==> config.mk <==
export PLATFORM = sky130hd
export DESIGN_NAME = iob_gpio_debounce_flat
export DESIGN_NICKNAME = d
export VERILOG_FILES = /design/src/rtl/iob_gpio_debounce_if.sv /design/src/rtl/iob_gpio_debounce.sv /design/src/flat_wrapper.sv
export SDC_FILE = /design/constraint.sdc
export NUM_CORES = 1
export LEC_CHECK = 0
export CAP_MARGIN = 0
export CORE_MARGIN = 2
export CORE_UTILIZATION = 54
export CTS_CLUSTER_DIAMETER = 50
export DETAILED_ROUTE_END_ITERATION = 10
export PLACE_DENSITY = 0.79
export SYNTH_ARGS = -nofsm -noshare
export SYNTH_HDL_FRONTEND = slang
export SYNTH_SLANG_ARGS = --single-unit
==> constraint.sdc <==
create_clock -name clk -period 2.3 [get_ports clk]
set_input_delay 0.46 -clock clk [delete_from_list [all_inputs] [get_ports clk]]
set_output_delay 0.46 -clock clk [all_outputs]
set_load 0.01 [all_outputs]
==> src/rtl/iob_gpio_debounce_if.sv <==
// Pin-side bundle of the GPIO input conditioner: raw pins and flag clears in,
// clean levels, edge pulses and sticky press flags out.
interface iob_gpio_debounce_if #(
  parameter int unsigned N_IN = 4
);
  logic [N_IN-1:0] raw_in;
  logic [N_IN-1:0] press_clr;
  logic [N_IN-1:0] clean_out;
  logic [N_IN-1:0] rise_pulse;
  logic [N_IN-1:0] fall_pulse;
  logic [N_IN-1:0] press_flag;

  modport master (
    output raw_in, press_clr,
    input  clean_out, rise_pulse, fall_pulse, press_flag
  );

  modport slave (
    input  raw_in, press_clr,
    output clean_out, rise_pulse, fall_pulse, press_flag
  );
endinterface

==> src/rtl/iob_gpio_debounce.sv <==
// Per-channel 2-flop synchroniser plus debounce FSM/counter producing a clean
// level, one-cycle rise/fall pulses and a software-cleared press flag.
module iob_gpio_debounce #(
  parameter int unsigned N_IN            = 4,
  parameter int unsigned CNT_W           = 20,
  parameter int unsigned DEBOUNCE_CYCLES = 1000000
) (
  input  logic                  clk,
  input  logic                  rst,
  iob_gpio_debounce_if.slave    bus
);

  if (DEBOUNCE_CYCLES == 0 || 64'(DEBOUNCE_CYCLES) > (64'd1 << CNT_W)) begin : g_bad_cfg
    $error("iob_gpio_debounce: DEBOUNCE_CYCLES must be in 1..2**CNT_W");
  end

  localparam logic [CNT_W-1:0] CNT_MAX = CNT_W'(DEBOUNCE_CYCLES - 1);

  typedef enum logic [1:0] {
    STABLE_LO,
    WAIT_HI,
    STABLE_HI,
    WAIT_LO
  } state_t;

  logic [N_IN-1:0]  s1;
  logic [N_IN-1:0]  s2;
  state_t           state   [N_IN];
  state_t           state_n [N_IN];
  logic [CNT_W-1:0] cnt     [N_IN];
  logic [CNT_W-1:0] cnt_n   [N_IN];
  logic [N_IN-1:0]  clean_q, clean_n;
  logic [N_IN-1:0]  rise_q,  rise_n;
  logic [N_IN-1:0]  fall_q,  fall_n;
  logic [N_IN-1:0]  flag_q,  flag_n;

  always_ff @(posedge clk) begin
    if (rst) begin
      s1      <= '0;
      s2      <= '0;
      clean_q <= '0;
      rise_q  <= '0;
      fall_q  <= '0;
      flag_q  <= '0;
      for (int unsigned i = 0; i < N_IN; i++) begin
        state[i] <= STABLE_LO;
        cnt[i]   <= '0;
      end
    end else begin
      s1      <= bus.raw_in;
      s2      <= s1;
      clean_q <= clean_n;
      rise_q  <= rise_n;
      fall_q  <= fall_n;
      flag_q  <= flag_n;
      for (int unsigned i = 0; i < N_IN; i++) begin
        state[i] <= state_n[i];
        cnt[i]   <= cnt_n[i];
      end
    end
  end

  always_comb begin
    clean_n = clean_q;
    rise_n  = '0;
    fall_n  = '0;
    for (int unsigned i = 0; i < N_IN; i++) begin
      state_n[i] = state[i];
      cnt_n[i]   = cnt[i];
      case (state[i])
        STABLE_LO: begin
          if (s2[i]) begin
            state_n[i] = WAIT_HI;
            cnt_n[i]   = '0;
          end
        end
        WAIT_HI: begin
          if (!s2[i]) begin
            state_n[i] = STABLE_LO;
            cnt_n[i]   = '0;
          end else if (cnt[i] == CNT_MAX) begin
            state_n[i] = STABLE_HI;
            cnt_n[i]   = '0;
            clean_n[i] = 1'b1;
            rise_n[i]  = 1'b1;
          end else begin
            cnt_n[i] = cnt[i] + CNT_W'(1);
          end
        end
        STABLE_HI: begin
          if (!s2[i]) begin
            state_n[i] = WAIT_LO;
            cnt_n[i]   = '0;
          end
        end
        WAIT_LO: begin
          if (s2[i]) begin
            state_n[i] = STABLE_HI;
            cnt_n[i]   = '0;
          end else if (cnt[i] == CNT_MAX) begin
            state_n[i] = STABLE_LO;
            cnt_n[i]   = '0;
            clean_n[i] = 1'b0;
            fall_n[i]  = 1'b1;
          end else begin
            cnt_n[i] = cnt[i] + CNT_W'(1);
          end
        end
        default: begin
          state_n[i] = STABLE_LO;
          cnt_n[i]   = '0;
        end
      endcase
    end
  end

  // Flag follows the registered pulse, so a clear in the pulse cycle loses to the set.
  always_comb begin
    flag_n = rise_q | (flag_q & ~bus.press_clr);
  end

  assign bus.clean_out  = clean_q;
  assign bus.rise_pulse = rise_q;
  assign bus.fall_pulse = fall_q;
  assign bus.press_flag = flag_q;

endmodule

==> src/flat_wrapper.sv <==
// flat-port wrapper written by rule: the top's interface ports become plain ports
module iob_gpio_debounce_flat 
#(
  parameter int unsigned N_IN            = 4,
  parameter int unsigned CNT_W           = 20,
  parameter int unsigned DEBOUNCE_CYCLES = 1000000
)
  (clk, rst, bus_raw_in, bus_press_clr, bus_clean_out, bus_rise_pulse, bus_fall_pulse, bus_press_flag);
  iob_gpio_debounce_if #(.N_IN(N_IN)) bus_i ();
  input  logic clk;
  input  logic rst;
  input wire logic [$bits(bus_i.raw_in)-1:0] bus_raw_in;
  input wire logic [$bits(bus_i.press_clr)-1:0] bus_press_clr;
  output wire logic [$bits(bus_i.clean_out)-1:0] bus_clean_out;
  output wire logic [$bits(bus_i.rise_pulse)-1:0] bus_rise_pulse;
  output wire logic [$bits(bus_i.fall_pulse)-1:0] bus_fall_pulse;
  output wire logic [$bits(bus_i.press_flag)-1:0] bus_press_flag;
  assign bus_i.raw_in = bus_raw_in;
  assign bus_i.press_clr = bus_press_clr;
  assign bus_clean_out = bus_i.clean_out;
  assign bus_rise_pulse = bus_i.rise_pulse;
  assign bus_fall_pulse = bus_i.fall_pulse;
  assign bus_press_flag = bus_i.press_flag;
  iob_gpio_debounce #(.N_IN(N_IN), .CNT_W(CNT_W), .DEBOUNCE_CYCLES(DEBOUNCE_CYCLES)) u_core (.clk(clk), .rst(rst), .bus(bus_i));
endmodule
==> flow_summary.json <==
{
  "root_buffer": "clkbuf_8",
  "ys_top_cells_by_count": "dfxtp_1 (112), nor2_1 (83), nand2_1 (47), nand3_1 (35), a21oi_1 (30)",
  "design_area_um2": 6170,
  "ys_top_cells_by_area": "dfxtp_1 (41%), nor2_1 (5.7%), xnor2_1 (4.1%), xor2_1 (3.7%), nand2_1 (3.2%)",
  "synth_flop_cell": "dfxtp_1",
  "cap_viol_max_count": 0,
  "critPathRequiredTime_ns": 2.59,
  "yosysWarnings": 0,
  "wl_met3_um": 401,
  "drv_slew": 0,
  "overflow": 0,
  "path_clk_slew_ns": 0.10,
  "max-slew-margin-rel_pct": 63.4,
  "synth_cell_types": 59,
  "drive_above_1_share_pct": 8.93,
  "r2r_setup_slack_ns": 0.08,
  "insertion_delay_ns": 0.36,
  "grt.total_usage_pct": 21.1,
  "portBuffers": 25,
  "ys_seq_area_share_pct": 40.9,
  "netlist.area_leader.share_pct": 40.9,
  "cts_buffers": 9,
  "drt_iter0_markers": 199,
  "first_pass_iters": 4,
  "fp.dieH_um": 105,
  "worst_setup_path_start_kind": "flip-flop",
  "netlist_instances": 645,
  "leakage_nw": 2.12,
  "coreArea_um2": 9820,
  "cp_max_fo": 3,
  "top_layer_used": "met4",
  "synth_async_sr_flop_share_pct": 0,
  "syn_area_um2": 5490,
  "layout-area-overhead-vs-synth_pct": 12.4,
  "floorplan.die_area_um2": 11000,
  "timing.fmax_mhz": 450,
  "cp_slowest_cell": "or4_1",
  "min_path_type": "flip-flop to flip-flop",
  "dr_wl_met2_mm": 5.65,
  "cts_setup_buffers": 0,
  "avgSynthCellArea_um2": 8.51,
  "final_antenna_net_count": 0,
  "io_pins": 26,
  "totalWireLength_mm": 11.4,
  "grt_pass1_wl_mm": 20.1,
  "initial_core_util_pct": 55.9,
  "synth_seq_cells": 112,
  "wl_per_cell_um": 14.0,
  "met1_length_mm": 5.30,
  "dpl_cell_area_um2": 5960,
  "synth_edf_count": 0,
  "status": "completed",
  "yosys.area.top_type": "dfxtp_1",
  "post-route-drc-count": 0,
  "cts.htree.levels": 3,
  "rsz0062_at_grt": "no",
  "antenna_found_initial": 0,
  "tritoncts": "done",
  "vias": 4788,
  "finClkSkew_ns": 0.0103,
  "viasPerCell": 5.87,
  "clock-sinks": 112,
  "die_x_um": 105,
  "dpl.hpwl_mm": 8.08,
  "irDropWorstVdd_mv": 0.414,
  "num-nets-final": 701,
  "clk_path_buf_depth": 2,
  "finalHoldViolations": 0,
  "grt_pass1_vias": 4522,
  "period_share_pct": 96.5,
  "max_stage_delay_ns": 0.55,
  "finalCriticalPeriod_ns": 2.22,
  "rows": 36,
  "crit_path_cell_trace": "inv_1, ha_1, or3b_1, nand2_1, or4_1, or4b_1, a31oi_1",
  "grt_max_degree": 28,
  "endpoint_kind": "flip-flop",
  "diodes": 0,
  "setup_viol_count_final": 0,
  "power.density_nw_per_um2": 575,
  "path_class": "flip-flop to flip-flop",
  "worst_ep_arrival_time_ns": 2.51,
  "tns_ns": 0,
  "synth.most_common_cell": "dfxtp_1",
  "tightest_slew_ns": 0.548,
  "place_congestion": 0.858,
  "syn_nets": 668
}
where the power goes:
part	switching, W	internal (W)	leakage (nW)
clock	0.000643	0.000506	0.0937
sequential	0.0000374	0.00197	0.905
combinational	0.000243	0.000142	1.12
stage by stage:
step                      cells  setup WS (ns)  hold WS, ns  total power (W)  utilization (%)
final                       816         0.0800        0.452          0.00355             62.8
after global routing        816        0.00651        0.447          0.00369             62.8
after CTS                   816         0.0793        0.450          0.00357             62.6
after detailed placement    800         0.0891        0.429          0.00243             60.7
after global placement      800          0.179        0.420          0.00241             60.7
after floorplan             645         0.0922        0.414          0.00232                -
final timing paths:
| kind | startpoint | to | cells past startpoint |
|---|---|---|---|
| max | u_core.state[2][0] | u_core.cnt[2][11] | 7 |
| min reg2reg | u_core.s1[1] | u_core.s2[1] | 1 |
| min | u_core.s1[1] | u_core.s2[1] | 1 |
| max reg2reg | u_core.state[2][0] | u_core.cnt[2][11] | 7 |
critical path: cells and delay by family (launching register included):
kind | cells | cell delay, ns
and+or+nand+nor | 4 | 1.32
DFF | 1 | 0.34
adders and majority gates | 1 | 0.29
AOI/OAI and AO/OA | 1 | 0.17
buffers and inverters | 1 | 0.04
flip-flops by register name, summed over array words and instances, names as in the netlist, named ones only:
| name | count |
|---|---|
| u_core.cnt | 80 |
| u_core.bus.clean_out | 4 |
| u_core.bus.fall_pulse | 4 |
| u_core.bus.press_flag | 4 |
| u_core.bus.rise_pulse | 4 |
| u_core.s1 | 4 |
| u_core.s2 | 4 |
| u_core.state | 4 |
repair_timing:
item,CTS,global route
endpoints found under the setup margin,0,16
resized for setup,0,6
hold buffers,0,0
final cells by class:
cell class / count / area, um2
multi-input cells: 483 / 3050
clock inverters: 5 / 56.3
inverters: 20 / 75.1
clock buffers: 11 / 131
well taps: 133 / 166
repair buffers: 52 / 448
fillers: 874 / 3650
flip-flops and latches: 112 / 2240
logic make-up after synthesis:
logic type / synth area share (%)
buffers and inverters: 3.90
multiplexers: 0.730
AO/OA/AOI/OAI: 12.0
flip-flops: 40.9
AND/OR/NAND/NOR: 31.7
XOR/XNOR: 7.82
adder cells (fa/ha/maj): 2.96
cell usage in the layout (no fill, tap or decap), drive strengths merged, types with 3 or more instances in the layout:
master,instances
a31oi,17
nor3b,3
nand2b,8
dfxtp,112
a21oi,30
inv,21
nand3,35
o31ai,6
nor3,15
a211oi,3
nor4,16
a22o,9
or2,3
and4,11
or4b,3
xnor2,26
clkbuf,11
nand2,47
nor2b,12
clkdlybuf4s50,24
or4,5
nand4b,12
nor4b,7
nor2,84
and2,4
and3,13
buf,28
nand3b,5
xor2,23
o21ai,16
nor4bb,3
o21bai,3
or3b,4
a21o,4
nand4,22
mux2i,4
or3,5
ha,13
per-layer routing:
| metal | track usage, % | vias up |
|---|---|---|
| met3 | 3.87 | 7 |
| li1 | - | 2383 |
| met2 | 37.3 | 100 |
| met4 | 4.57 | 0 |
| met5 | 0 | - |
| met1 | 26.8 | 2298 |
(Power assumes the default switching activity.)
